--- config.mk ---
export PLATFORM = sky130hd
export DESIGN_NAME = dcache_dm_refill_flat
export DESIGN_NICKNAME = d
export VERILOG_FILES = /design/src/rtl/dcache_dm_refill_if.sv /design/src/rtl/dcache_dm_refill.sv /design/src/flat_wrapper.sv
export SDC_FILE = /design/constraint.sdc
export NUM_CORES = 1
export LEC_CHECK = 0
export BUFFER_PORTS_ARGS = -buffer_cell sky130_fd_sc_hd__buf_2
export CAP_MARGIN = 20
export CORE_MARGIN = 8
export CORE_UTILIZATION = 60
export CTS_CLUSTER_DIAMETER = 100
export DETAILED_ROUTE_END_ITERATION = 6
export GPL_ROUTABILITY_DRIVEN = 0
export GPL_TIMING_DRIVEN = 0
export PLACE_DENSITY = 0.77
export SETUP_SLACK_MARGIN = 0.3
export SYNTH_ARGS = -nofsm -noshare
export SYNTH_HDL_FRONTEND = slang
export SYNTH_SLANG_ARGS = --single-unit
--- constraint.sdc ---
create_clock -name clk -period 6.4 [get_ports clk]
set_input_delay 0.64 -clock clk [delete_from_list [all_inputs] [get_ports clk]]
set_output_delay 0.64 -clock clk [all_outputs]
set_load 0.1 [all_outputs]
--- src/rtl/dcache_dm_refill_if.sv ---
// CPU-side and memory-side handshake bundle for dcache_dm_refill.
// The slave modport is the cache's view; master is the LSU/memory environment driving it.
interface dcache_dm_refill_if #(
   parameter int unsigned ADDR_WIDTH = 32
) ();
   logic                  cpu_req_valid;
   logic                  cpu_req_ready;
   logic                  cpu_we;
   logic                  cpu_byte;
   logic [ADDR_WIDTH-1:0] cpu_addr;
   logic [31:0]           cpu_wdata;
   logic                  cpu_rsp_valid;
   logic [31:0]           cpu_rdata;
   logic                  mem_req_valid;
   logic                  mem_req_ready;
   logic                  mem_we;
   logic [ADDR_WIDTH-1:0] mem_addr;
   logic [3:0]            mem_be;
   logic [31:0]           mem_wdata;
   logic                  mem_rsp_valid;
   logic [31:0]           mem_rdata;

   modport slave (
      input  cpu_req_valid, cpu_we, cpu_byte, cpu_addr, cpu_wdata,
      input  mem_req_ready, mem_rsp_valid, mem_rdata,
      output cpu_req_ready, cpu_rsp_valid, cpu_rdata,
      output mem_req_valid, mem_we, mem_addr, mem_be, mem_wdata
   );

   modport master (
      output cpu_req_valid, cpu_we, cpu_byte, cpu_addr, cpu_wdata,
      output mem_req_ready, mem_rsp_valid, mem_rdata,
      input  cpu_req_ready, cpu_rsp_valid, cpu_rdata,
      input  mem_req_valid, mem_we, mem_addr, mem_be, mem_wdata
   );
endinterface

--- src/rtl/dcache_dm_refill.sv ---
// Direct-mapped, write-through, no-write-allocate data cache with multi-beat block refill.
// Define DCACHE_PERF_EN to add the perf_hits / perf_misses load counters.
module dcache_dm_refill #(
   parameter int unsigned ADDR_WIDTH      = 32,
   parameter int unsigned SETS            = 4,
   parameter int unsigned WORDS_PER_BLOCK = 4
) (
   input  logic               clk,
   input  logic               rst_n,
`ifdef DCACHE_PERF_EN
   output logic [31:0]        perf_hits,
   output logic [31:0]        perf_misses,
`endif
   dcache_dm_refill_if.slave  bus
);
   localparam int unsigned WOFF = $clog2(WORDS_PER_BLOCK);
   localparam int unsigned IDX  = $clog2(SETS);
   localparam int unsigned TAG  = ADDR_WIDTH - 2 - WOFF - IDX;

   typedef enum logic [2:0] {StIdle, StLookup, StRefill, StRespond, StWrite} state_e;

   state_e                state_q, state_d;
   logic [WOFF-1:0]       beat_q, beat_d;
   logic                  wait_q, wait_d;   // refill beat: request accepted, awaiting data
   logic [SETS-1:0]       valid_q;
   logic [TAG-1:0]        tag_q  [SETS];
   logic [31:0]           data_q [SETS][WORDS_PER_BLOCK];

   logic [ADDR_WIDTH-1:0] addr_q;
   logic                  we_q, byte_q;
   logic [31:0]           wdata_q;

   logic [IDX-1:0]        idx;
   logic [WOFF-1:0]       woff;
   logic [TAG-1:0]        tag;
   logic [4:0]            shamt;
   logic [31:0]           line_word, load_data, store_word, lane_wdata;
   logic [3:0]            lane_be;
   logic                  hit, last_beat;
   logic                  refill_we, merge_we, clr_valid, set_valid;

   logic                  req_ready, rsp_valid, mreq_valid, mreq_we;
   logic [31:0]           rdata, mreq_wdata;
   logic [ADDR_WIDTH-1:0] mreq_addr;
   logic [3:0]            mreq_be;

   assign idx        = addr_q[2+WOFF +: IDX];
   assign woff       = addr_q[2 +: WOFF];
   assign tag        = addr_q[ADDR_WIDTH-1 -: TAG];
   assign shamt      = {addr_q[1:0], 3'b000};
   assign line_word  = data_q[idx][woff];
   assign hit        = valid_q[idx] && (tag_q[idx] == tag);
   assign last_beat  = (beat_q == WOFF'(WORDS_PER_BLOCK - 1));
   assign load_data  = byte_q ? {24'b0, 8'(line_word >> shamt)} : line_word;
   assign lane_wdata = byte_q ? (32'(wdata_q[7:0]) << shamt) : wdata_q;
   assign lane_be    = byte_q ? (4'b0001 << addr_q[1:0]) : 4'hF;
   assign store_word = byte_q ? ((line_word & ~(32'hFF << shamt)) | lane_wdata) : wdata_q;

   always_comb begin
      state_d    = state_q;
      beat_d     = beat_q;
      wait_d     = wait_q;
      req_ready  = 1'b0;
      rsp_valid  = 1'b0;
      rdata      = '0;
      mreq_valid = 1'b0;
      mreq_we    = 1'b0;
      mreq_addr  = '0;
      mreq_be    = '0;
      mreq_wdata = '0;
      refill_we  = 1'b0;
      merge_we   = 1'b0;
      clr_valid  = 1'b0;
      set_valid  = 1'b0;
      unique case (state_q)
         StIdle: begin
            req_ready = 1'b1;
            if (bus.cpu_req_valid) state_d = StLookup;
         end
         StLookup: begin
            if (we_q) begin
               merge_we = hit;
               state_d  = StWrite;
            end else if (hit) begin
               rsp_valid = 1'b1;
               rdata     = load_data;
               state_d   = StIdle;
            end else begin
               // Line is invalidated up front so a partially refilled block never hits.
               clr_valid = 1'b1;
               beat_d    = '0;
               wait_d    = 1'b0;
               state_d   = StRefill;
            end
         end
         StRefill: begin
            if (!wait_q) begin
               mreq_valid = 1'b1;
               mreq_addr  = {tag, idx, beat_q, 2'b00};
               mreq_be    = 4'hF;
               if (bus.mem_req_ready) wait_d = 1'b1;
            end else if (bus.mem_rsp_valid) begin
               refill_we = 1'b1;
               wait_d    = 1'b0;
               beat_d    = beat_q + WOFF'(1);
               if (last_beat) begin
                  set_valid = 1'b1;
                  state_d   = StRespond;
               end
            end
         end
         StRespond: begin
            rsp_valid = 1'b1;
            rdata     = load_data;
            state_d   = StIdle;
         end
         StWrite: begin
            mreq_valid = 1'b1;
            mreq_we    = 1'b1;
            mreq_addr  = {addr_q[ADDR_WIDTH-1:2], 2'b00};
            mreq_be    = lane_be;
            mreq_wdata = lane_wdata;
            if (bus.mem_req_ready) begin
               rsp_valid = 1'b1;
               state_d   = StIdle;
            end
         end
         default: state_d = StIdle;
      endcase
   end

   always_ff @(posedge clk or negedge rst_n) begin
      if (!rst_n) begin
         state_q <= StIdle;
         beat_q  <= '0;
         wait_q  <= 1'b0;
         valid_q <= '0;
         addr_q  <= '0;
         we_q    <= 1'b0;
         byte_q  <= 1'b0;
         wdata_q <= '0;
      end else begin
         state_q <= state_d;
         beat_q  <= beat_d;
         wait_q  <= wait_d;
         if (clr_valid) valid_q[idx] <= 1'b0;
         if (set_valid) valid_q[idx] <= 1'b1;
         if (state_q == StIdle && bus.cpu_req_valid) begin
            addr_q  <= bus.cpu_addr;
            we_q    <= bus.cpu_we;
            byte_q  <= bus.cpu_byte;
            wdata_q <= bus.cpu_wdata;
         end
      end
   end

   // Tag and data arrays are qualified by valid_q and need no reset.
   always_ff @(posedge clk) begin
      if (refill_we) data_q[idx][beat_q] <= bus.mem_rdata;
      if (merge_we)  data_q[idx][woff]   <= store_word;
      if (set_valid) tag_q[idx]          <= tag;
   end

`ifdef DCACHE_PERF_EN
   logic [31:0] hits_q, misses_q;

   always_ff @(posedge clk or negedge rst_n) begin
      if (!rst_n) begin
         hits_q   <= '0;
         misses_q <= '0;
      end else if (state_q == StLookup && !we_q) begin
         if (hit) hits_q   <= hits_q + 32'd1;
         else     misses_q <= misses_q + 32'd1;
      end
   end

   assign perf_hits   = hits_q;
   assign perf_misses = misses_q;
`endif

   assign bus.cpu_req_ready = req_ready;
   assign bus.cpu_rsp_valid = rsp_valid;
   assign bus.cpu_rdata     = rdata;
   assign bus.mem_req_valid = mreq_valid;
   assign bus.mem_we        = mreq_we;
   assign bus.mem_addr      = mreq_addr;
   assign bus.mem_be        = mreq_be;
   assign bus.mem_wdata     = mreq_wdata;
endmodule

--- src/flat_wrapper.sv ---
// flat-port wrapper written by rule: the top's interface ports become plain ports
module dcache_dm_refill_flat 
#(
   parameter int unsigned ADDR_WIDTH      = 32,
   parameter int unsigned SETS            = 4,
   parameter int unsigned WORDS_PER_BLOCK = 4
)
  (clk, rst_n, bus_cpu_req_valid, bus_cpu_we, bus_cpu_byte, bus_cpu_addr, bus_cpu_wdata, bus_mem_req_ready, bus_mem_rsp_valid, bus_mem_rdata, bus_cpu_req_ready, bus_cpu_rsp_valid, bus_cpu_rdata, bus_mem_req_valid, bus_mem_we, bus_mem_addr, bus_mem_be, bus_mem_wdata);
  dcache_dm_refill_if #(.ADDR_WIDTH(ADDR_WIDTH)) bus_i ();
  input  logic clk;
  input  logic rst_n;
  input wire logic [$bits(bus_i.cpu_req_valid)-1:0] bus_cpu_req_valid;
  input wire logic [$bits(bus_i.cpu_we)-1:0] bus_cpu_we;
  input wire logic [$bits(bus_i.cpu_byte)-1:0] bus_cpu_byte;
  input wire logic [$bits(bus_i.cpu_addr)-1:0] bus_cpu_addr;
  input wire logic [$bits(bus_i.cpu_wdata)-1:0] bus_cpu_wdata;
  input wire logic [$bits(bus_i.mem_req_ready)-1:0] bus_mem_req_ready;
  input wire logic [$bits(bus_i.mem_rsp_valid)-1:0] bus_mem_rsp_valid;
  input wire logic [$bits(bus_i.mem_rdata)-1:0] bus_mem_rdata;
  output wire logic [$bits(bus_i.cpu_req_ready)-1:0] bus_cpu_req_ready;
  output wire logic [$bits(bus_i.cpu_rsp_valid)-1:0] bus_cpu_rsp_valid;
  output wire logic [$bits(bus_i.cpu_rdata)-1:0] bus_cpu_rdata;
  output wire logic [$bits(bus_i.mem_req_valid)-1:0] bus_mem_req_valid;
  output wire logic [$bits(bus_i.mem_we)-1:0] bus_mem_we;
  output wire logic [$bits(bus_i.mem_addr)-1:0] bus_mem_addr;
  output wire logic [$bits(bus_i.mem_be)-1:0] bus_mem_be;
  output wire logic [$bits(bus_i.mem_wdata)-1:0] bus_mem_wdata;
  assign bus_i.cpu_req_valid = bus_cpu_req_valid;
  assign bus_i.cpu_we = bus_cpu_we;
  assign bus_i.cpu_byte = bus_cpu_byte;
  assign bus_i.cpu_addr = bus_cpu_addr;
  assign bus_i.cpu_wdata = bus_cpu_wdata;
  assign bus_i.mem_req_ready = bus_mem_req_ready;
  assign bus_i.mem_rsp_valid = bus_mem_rsp_valid;
  assign bus_i.mem_rdata = bus_mem_rdata;
  assign bus_cpu_req_ready = bus_i.cpu_req_ready;
  assign bus_cpu_rsp_valid = bus_i.cpu_rsp_valid;
  assign bus_cpu_rdata = bus_i.cpu_rdata;
  assign bus_mem_req_valid = bus_i.mem_req_valid;
  assign bus_mem_we = bus_i.mem_we;
  assign bus_mem_addr = bus_i.mem_addr;
  assign bus_mem_be = bus_i.mem_be;
  assign bus_mem_wdata = bus_i.mem_wdata;
  dcache_dm_refill #(.ADDR_WIDTH(ADDR_WIDTH), .SETS(SETS), .WORDS_PER_BLOCK(WORDS_PER_BLOCK)) u_core (.clk(clk), .rst_n(rst_n), .bus(bus_i));
endmodule
==> results of run 1 <==
## cells in the final DEF, fill, tap and decap left out, types with 49 or more instances in the layout
cell type  instances
buf_2            225
clkbuf_1          62
clkbuf_16         73
dfrtp_1           76
edfxtp_1         616
mux2_2           191
mux2i_1           49
mux4_2           177
nand2_1           56
nor2_1            68
## kinds of logic (layout without fill, tap and decap cells)
group | after synthesis | after routing | synth area share
buf+inv | 123 | 477 | 0.02140
compound gates | 115 | 115 | 0.02477
other cells | 1 | 8 | 0.0001248
simple gates | 230 | 230 | 0.03955
mux | 436 | 436 | 0.2276
fa+ha+maj | 4 | 4 | 0.001665
xor+xnor | 21 | 21 | 0.006119
flops | 692 | 692 | 0.6787
## final cells by class
type | count | area, um2 | area share
antenna | 6 | 15.01 | 0.0004301
tap | 672 | 840.8 | 0.02409
inverter | 13 | 48.80 | 0.001398
multi-input combinational | 808 | 9231 | 0.2645
buffer | 110 | 610.6 | 0.01749
clock buffer | 90 | 1911 | 0.05474
timing repair buffer | 226 | 1481 | 0.04244
clock inverter | 38 | 367.9 | 0.01054
sequential | 692 | 20400 | 0.5844
## worst reg2reg max path: stages, from the launching register on
cell and delay (ps):
dfrtp_1 320, clkbuf_1 350, buf_2 330, o21ai_0 150
a2111oi_0 740, a21oi_1 180, or4_1 590, buf_4 210
or4_1 710, a21oi_4 870, buf_12 300
## how the worst max path moves through the flow
stage / endpoint / slack [ps] / startpoint
after floorplan: bus_cpu_rdata[13] / 860 / u_core.addr_q[4]
after global placement: u_core.data_q[2][21] / -1410 / u_core.addr_q[5]
after detailed placement: bus_cpu_rdata[3] / 670 / u_core.addr_q[5]
after CTS: bus_cpu_rdata[3] / 310 / u_core.addr_q[5]
after global routing: bus_cpu_rdata[3] / 210 / u_core.addr_q[5]
final: bus_cpu_rdata[7] / 320 / u_core.addr_q[5]
## per-layer routing
metal,wire length (um),GRT usage,vias up
met2,38550,0.4514,1427
met5,25,0,-
met1,31510,0.4065,8993
li1,-,-,7122
met4,3948,0.1228,4
met3,12250,0.1025,257
## cells in the mapped netlist, types with 22 or more instances
cell	count
mux2i_1	49
nor2b_1	44
mux2_2	191
clkbuf_1	49
a21oi_1	32
edfxtp_1	616
o21ai_0	22
nor2_1	72
mux4_2	177
dfrtp_1	76
nand2_1	56
## through the flow
step	utilization	cell area, um2	worst slack, ps	instances
floorplan	-	30060	857.8	1623
global placement	0.6415	31920	-1410	2499
detailed placement	0.6548	32580	668.1	2520
CTS	0.7013	34900	312.7	2649
global route	0.7013	34900	214.4	2651
finish	0.7015	34910	319.2	2655
## power groups by stage
| stage | Combinational (mW) | Sequential (mW) | Clock, mW |
|---|---|---|---|
| floorplan | 4.72 | 5.53 | 0 |
| global placement | 6.55 | 5.61 | 0 |
| detailed placement | 6.72 | 5.64 | 0 |
| CTS | 6.77 | 5.54 | 4.12 |
| global route | 7.10 | 5.59 | 4.29 |
| finish | 6.89 | 5.55 | 4.10 |
## repair_timing
action / 4_1_cts / 5_1_grt
pin swaps: 0 / 3
setup endpoints to repair: 8 / 18
hold buffers: 1 / 0
hold endpoints to repair: 14 / 0
resized for setup: 10 / 8
## registers in the layout, summed over array words and instances, names as in the netlist
| name | flops |
|---|---|
| u_core.beat_q | 2 |
| u_core.byte_q | 1 |
| u_core.valid_q | 4 |
| u_core.wdata_q | 32 |
| u_core.data_q | 512 |
| u_core.addr_q | 32 |
| u_core.state_q | 3 |
| u_core.wait_q | 1 |
| u_core.we_q | 1 |
| u_core.tag_q | 104 |
==> qor.yml, run 1 <==
ys_types: 51
final-hold-violation-count: 0
die_y_um: 239.8
whs_ps: 253.4
wl_per_cell_um: 32.50
critical_path.top_delay_family: "buffers and inverters"
dp_hpwl_um: 58080
cp_slowest_cell: "clkbuf_1"
slew_viol_final: 0
yosys_warnings: 0
htreeDepth: 3
nets: 2028
setup_viol: 0
async_reset_ff_frac: 0.1098
setup_tns_ps: 0
cap_viol_max_count: 0
r2r_end: "u_core.data_q[2][20]"
synth_edf_count: 616
yosysSeqAreaShare: 0.6787
path_cells: "clkbuf_1 > buf_2 > buf_2 > buf_4 > clkbuf_1 > mux4_2 > mux4_2 > mux2_2 > a222oi_1 > nor2_1 > buf_2"
holdPathEnd: "u_core.addr_q[25]"
hold_path_depth: 3
syn_inst: 1622
die_area_mm2: 0.05751
r2r_setup_slack_ps: 1340
p_per_area_mw_per_mm2: 473.8
synth_top_area_frac: 0.6155
drt-total-wl_um: 86290
fillers: 3051
reg2reg_from: "u_core.addr_q[5]"
start_kind: "flop"
clock_sinks: 692
min_period_over_period: 0.9501
cts_tree: "done"
port-buffer-count: 204
cts_setup_buffers: 0
synth_area_mm2: 0.03006
grt.total_usage: 0.3014
slowest_delay_ps: 760
pwr-share-seq: 0.336
grt_pass1_vias: 18028
timing.fmax_mhz: 164.5
coreArea_mm2: 0.04976
numCtsBuffers: 70
drt_pass1_iterations: 7
ant_nets: 0
rsz0062_at_grt: "true"
clock_latency_ps: 620
synth_ff_type: "edfxtp_1"
start_util: 0.6040
root_buffer: "clkbuf_16"
p_int_mw: 10.02
status: "completed"
tightest_slew_ps: 1207
syn_avg_cell_area_um2: 18.53
drive_gt1_frac: 0.3915
reg2reg_depth: 10
cpMostUsedCell: "buf_2"
path_buf_inv: 6
ys_seq_elements: 692
rows: 82
netSwitchingFraction: 0.3944
min_from: "bus_cpu_addr[25]"
ys_top_cells_by_area: "edfxtp_1 (62%), mux4_2 (13%), mux2_2 (7.2%)"
slew-limit-headroom: 0.1951
first_iter_violations: 2423
critPathMaxFanout: 10
period_minus_slack_ps: 6081
vdd_drop_max_mv: 0.3439
power.total_mw: 16.54
clock_power_share: 0.248
routed-via-count: 17803
crit_type: "reg2out"
critical_path_depth: 11
hold_path_class: "in2reg"
worstPathRequired_ps: 5760
grt_max_degree: 63
vias_per_cell: 6.705
switchingPower_mw: 6.524
clock_skew_ps: 29.99
cp.arrival_ps: 5440
ioPinCount: 207
drc: 0
p_comb_frac: 0.417
grt_pass1_wl_um: 123100
power_leakage_nw: 11.99
antenna_found_initial: 7
syn2layout_area_growth_pct: 16.14
grt-ovfl-total: 0
fp.dieW_um: 239.8
endpoint_kind: "primary output"
clk_pin_slew_ps: 60
cts_buffer_depth: 3
synth_top_cell_by_area: "edfxtp_1"
Power figures use the tool's default switching activity.
==> inputs of run 2 (changes only) <==
==> constraint.sdc (replaced) <==
create_clock -name clk -period 7.1 [get_ports clk]
set_input_delay 0.71 -clock clk [delete_from_list [all_inputs] [get_ports clk]]
set_output_delay 0.71 -clock clk [all_outputs]
set_load 0.1 [all_outputs]
==> run 2 against run 1 <==
Compared with the run above: worst setup slack improved by 280 ps; worst hold slack better by 67 ps; critical path type unchanged; clock skew about the same; non-clock buffer count unchanged; sequential share of layout area about the same.
==> qor.yml, run 2 (synthesized netlist as in run 1, its figures left out) <==
path_cells: "clkbuf_1 > buf_2 > buf_2 > buf_4 > buf_2 > buf_1 > mux4_2 > mux4_2 > mux2_2 > a222oi_1 > nor2_1 > buf_2"
cts_resized: 0  # -10
drt_pass1_iterations: 7  # unchanged
clock_skew_ps: 29.52  # -0.4722 ps
grt_pass1_vias: 18035  # +0.039%
largest-register: "u_core.data_q"
setup_viol: 0  # unchanged
antenna_found_initial: 8  # +1
fp.dieW_um: 239.8  # unchanged
endpoint_kind: "primary output"
whs_ps: 320.8  # +67.43 ps
hold_path_class: "in2reg"
grt_pass1_wl_um: 123100  # about the same
htreeDepth: 3  # unchanged
min_period_over_period: 0.9161
slew-limit-headroom: 0.1688  # -0.02629
layout_commonest_cell: "edfxtp_1"
grt-ovfl-total: 0  # unchanged
first_iter_violations: 2485  # +2.6%
final_area_mm2: 0.03488  # about the same
largest_reg_flops: 512  # unchanged
syn2layout_area_growth_pct: 16.06  # about the same
grt_max_degree: 63  # unchanged
min_from: "bus_cpu_addr[9]"
crit_start: "u_core.addr_q[5]"
cts_tree: "done"
clock_power_share: 0.248  # about the same
die_area_mm2: 0.05751  # unchanged
routed-via-count: 17918  # +0.65%
reg_top3: "u_core.data_q (512), u_core.tag_q (104)"
slew_viol_final: 0  # unchanged
tightest_slew_ps: 1247  # +39.44 ps
cp_slowest_cell: "buf_1"
reg2reg_from: "u_core.addr_q[5]"
clock_latency_ps: 620  # about the same
p_comb_frac: 0.417  # about the same
start_kind: "flop"
cts_buffer_depth: 3  # unchanged
timing.fmax_mhz: 153.7
start_util: 0.6040  # unchanged
p_per_area_mw_per_mm2: 427.7  # -9.7%
nets: 2028  # unchanged
netSwitchingFraction: 0.3950  # +0.0005957
mostFrequentLayoutCells: "edfxtp_1 (616), buf_2 (220), mux2_2 (191)"
period_minus_slack_ps: 6504
power_leakage_nw: 11.96  # -0.20%
dp_hpwl_um: 58080  # unchanged
cp.arrival_ps: 5790  # +350 ps
rsz0062_at_grt: "false"
rows: 82  # unchanged
cpMostUsedCell: "buf_2"
drc: 0  # unchanged
root_buffer: "clkbuf_16"
pwr-share-seq: 0.335  # about the same
coreArea_mm2: 0.04976  # unchanged
clk_pin_slew_ps: 60  # about the same
finalNonFillerCells: 2654  # -0.038%
critPathMaxFanout: 10  # unchanged
port-buffer-count: 204  # unchanged
final-hold-violation-count: 0  # unchanged
ant_nets: 0  # unchanged
fillers: 3055  # +0.13%
vias_per_cell: 6.751  # +0.68%
setup_tns_ps: 0  # unchanged
wl_per_cell_um: 32.55  # +0.15%
clock_sinks: 692  # unchanged
grt.total_usage: 0.3014  # about the same
switchingPower_mw: 5.893  # -9.7%
slowest_delay_ps: 820  # +60 ps
ioPinCount: 207  # unchanged
cap_viol_max_count: 0  # unchanged
drive_gt1_frac: 0.3869  # -0.004552
power.total_mw: 14.92  # -9.8%
die_y_um: 239.8  # unchanged
dp_cells: 2520  # unchanged
worstPathRequired_ps: 6390  # +630 ps
place_area_mm2: 0.03258  # unchanged
p_int_mw: 9.026  # -9.9%
crit_type: "reg2out"
vdd_drop_max_mv: 0.3103  # -9.7%
status: "completed"
drt-total-wl_um: 86380  # +0.11%
numCtsBuffers: 70  # unchanged
-- run 2: final timing paths --
kind                                        endpoint  slack (ps)  cells past startpoint
worst max-delay path                bus_cpu_rdata[3]         600                     12
worst min-delay path                u_core.addr_q[9]         320                      3
worst max register to register  u_core.data_q[2][20]        2000                     10
worst min register to register    u_core.wdata_q[22]         500                      1
max in group asynchronous         u_core.wdata_q[17]        5940                      3
min in group asynchronous          u_core.wdata_q[1]         530                      2
-- run 2: area by class of cell --
type / count / area [um2] / area share
clock inverters: 38 / 367.9 / 0.01055
inverters: 13 / 48.80 / 0.001399
multi-input cells: 808 / 9226 / 0.2645
well taps: 672 / 840.8 / 0.02410
flip-flops and latches: 692 / 20400 / 0.5848
repair buffers: 226 / 1481 / 0.04247
plain buffers: 110 / 594.3 / 0.01704
clock buffers: 90 / 1911 / 0.05477
diodes: 5 / 12.51 / 0.0003587
-- run 2: power groups by stage --
stage | Clock (mW) | Sequential [mW] | Combinational (mW)
floorplan | 0 | 4.99 | 4.25
global placement | 0 | 5.06 | 5.91
detailed placement | 0 | 5.08 | 6.06
CTS | 3.71 | 5.00 | 6.10
global route | 3.86 | 5.04 | 6.39
finish | 3.70 | 5.01 | 6.22
-- run 2: critical path: cells and delay by family (launching register included) --
family | cells | cell delay (ps)
buffers and inverters | 7 | 2720
muxes | 3 | 1380
AOI/OAI and AO/OA | 1 | 630
DFF | 1 | 320
and+or+nand+nor | 1 | 140
-- run 2: through the flow --
stage | util | setup slack [ps]
5_1_grt | 0.7009 | 413.8
4_1_cts | 0.7008 | 652.1
3_3_place_gp | 0.6415 | -709.5
2_1_floorplan | - | 1488
6_report | 0.7010 | 595.8
3_5_place_dp | 0.6548 | 1298
-- run 2: metal layers --
layer | routed length [um] | part of all wire | track usage | up-vias
met5 | 36 | 0.00042 | 0 | -
met4 | 3769 | 0.044 | 0.1230 | 6
met3 | 12180 | 0.14 | 0.1058 | 253
met2 | 38930 | 0.45 | 0.4518 | 1442
met1 | 31460 | 0.36 | 0.4038 | 9094
li1 | - | - | - | 7123
-- run 2: repair_timing --
item,in CTS,in global routing
setup buffers,0,0
hold buffers,1,0
endpoints found under the hold margin,14,0
==> inputs of run 3 (changes only) <==
==> constraint.sdc (replaced) <==
create_clock -name clk -period 8.3 [get_ports clk]
set_input_delay 0.83 -clock clk [delete_from_list [all_inputs] [get_ports clk]]
set_output_delay 0.83 -clock clk [all_outputs]
set_load 0.1 [all_outputs]
==> run 3 against run 2 <==
Compared with the run above: sequential cell count stayed put; worst hold slack worse by 210 ps; combinational power is 14% lower; die area stayed put; sequential power is 15% lower; clock skew hardly changed; clock-buffer cell count stayed put; design area hardly changed; global-route usage stayed put; via count is 0.17% lower; first-iteration DRC count is 0.85% higher; sequential share of layout area hardly changed; critical path type unchanged; largest power group unchanged.
==> qor.yml, run 3 (synthesized netlist as in run 1, its figures left out) <==
port-buffer-count: 204  # unchanged
setup_viol: 0  # unchanged
ant_nets: 0  # unchanged
start_kind: "flop"
r2r_end: "u_core.data_q[0][69]"
tightest_slew_ps: 1268  # +21.27 ps
mostFrequentLayoutCells: "edfxtp_1 (616), buf_2 (220), mux2_2 (191)"
slew-limit-headroom: 0.1546  # -0.01418
drt-total-wl_um: 86340  # about the same
cap_viol_max_count: 0  # unchanged
drc: 0  # unchanged
crit_start: "u_core.addr_q[5]"
rsz0062_at_grt: "false"
wl_per_cell_um: 32.54  # about the same
grt_max_degree: 63  # unchanged
vias_per_cell: 6.742  # -0.14%
syn2layout_area_growth_pct: 16.03  # about the same
cts_resized: 0  # unchanged
largest_reg_flops: 512  # unchanged
cts_hold_buffers: 0  # -1
vdd_drop_max_mv: 0.2662  # -14%
grt.total_usage: 0.3014  # unchanged
final-hold-violation-count: 0  # unchanged
timing.fmax_mhz: 151.4
die_area_mm2: 0.05751  # unchanged
period_minus_slack_ps: 6603
grt-ovfl-total: 0  # unchanged
cts_setup_buffers: 0  # unchanged
antenna_found_initial: 8  # unchanged
routed-via-count: 17887  # -0.17%
clock_latency_ps: 620  # about the same
min_period_over_period: 0.7956
coreArea_mm2: 0.04976  # unchanged
hold_path_class: "in2async"
root_buffer: "clkbuf_16"
die_y_um: 239.8  # unchanged
critPathMaxFanout: 10  # unchanged
drt_pass1_iterations: 6  # -1
largest-register: "u_core.data_q"
numCtsBuffers: 70  # unchanged
first_iter_violations: 2506  # +0.85%
start_util: 0.6040  # unchanged
drive_gt1_frac: 0.3871  # about the same
clock_sinks: 692  # unchanged
layout_commonest_cell: "edfxtp_1"
ioPinCount: 207  # unchanged
status: "completed"
fp.dieW_um: 239.8  # unchanged
whs_ps: 107.8  # -213.0 ps
grt_pass1_wl_um: 123100  # unchanged
rows: 82  # unchanged
reg2reg_from: "u_core.addr_q[5]"
nets: 2027  # -0.049%
endpoint_kind: "primary output"
power.total_mw: 12.76  # -14%
cp-endpoint: "bus_cpu_rdata[7]"
reg2reg_depth: 10  # unchanged
cts_buffer_depth: 3  # unchanged
crit_type: "reg2out"
cp.arrival_ps: 5770  # -20 ps
power_leakage_nw: 11.96  # about the same
dp_hpwl_um: 58080  # unchanged
htreeDepth: 3  # unchanged
r2r_setup_slack_ps: 3200  # +1200 ps
reg_top3: "u_core.data_q (512), u_core.tag_q (104)"
cts_tree: "done"
p_per_area_mw_per_mm2: 365.8  # -14%
setup_tns_ps: 0  # unchanged
clk_pin_slew_ps: 50  # about the same
worstPathRequired_ps: 7470  # +1080 ps
clock_skew_ps: 29.14  # -0.3776 ps
grt_pass1_vias: 18032  # -0.017%
slew_viol_final: 0  # unchanged
run 3: cell count changes in the layout (fill, tap and decap cells not counted), sizes merged:
| cell | delta |
|---|---|
| dlygate4sd3 | -1 |
run 3: critical path: stages, from the launching register on:
cell      delay (ps)
dfrtp_1          320
clkbuf_1         340
buf_2            330
buf_2            320
buf_4            250
buf_2            320
buf_1            750
mux4_2           440
mux4_2           640
mux2_2           340
a222oi_1         670
nor2_1           100
buf_2            320
run 3: metal layers:
metal,share of wire,global-route usage,vias to the layer above
li1,-,-,7126
met1,0.37,0.4038,9092
met2,0.45,0.4518,1419
met3,0.14,0.1059,244
met4,0.044,0.1230,6
met5,0.00042,0,-
run 3: worst min path at each step:
| stage | depth (start not counted) | end | slack (ps) |
|---|---|---|---|
| 2_1_floorplan | 1 | u_core.wdata_q[10] | 470 |
| 3_3_place_gp | 1 | u_core.wdata_q[14] | 490 |
| 3_5_place_dp | 1 | u_core.wdata_q[10] | 490 |
| 4_1_cts | 1 | u_core.addr_q[19] | 90 |
| 5_1_grt | 1 | u_core.addr_q[19] | 90 |
| 6_report | 1 | u_core.addr_q[27] | 110 |
run 3: cell type report:
class                      instances  area, um2
sequential                       692      20400
timing repair buffer             225       1471
multi-input combinational        808       9226
antenna                            5      12.51
clock inverter                    38      367.9
inverter                          13      48.80
clock buffer                      90       1911
fill                            3056      14890
tap                              672      840.8
buffer                           110      594.3
run 3: stage by stage:
stage               utilization  setup slack (ps)  instances  cell area, um2
detailed placement       0.6548              2378       2520           32580
global route             0.7007              1494       2650           34860
finish                   0.7008              1697       2653           34870
global placement         0.6415             490.5       2499           31920
CTS                      0.7006              1732       2648           34860
floorplan                     -              2568       1623           30060
run 3: power breakdown:
group          total [mW]  leakage (nW)  internal [mW]  switching [mW]
combinational        5.32          4.40           1.81            3.51
clock                3.16          1.11           1.85            1.31
sequential           4.28          6.45           4.07           0.217
total                12.8          12.0           7.72            5.04
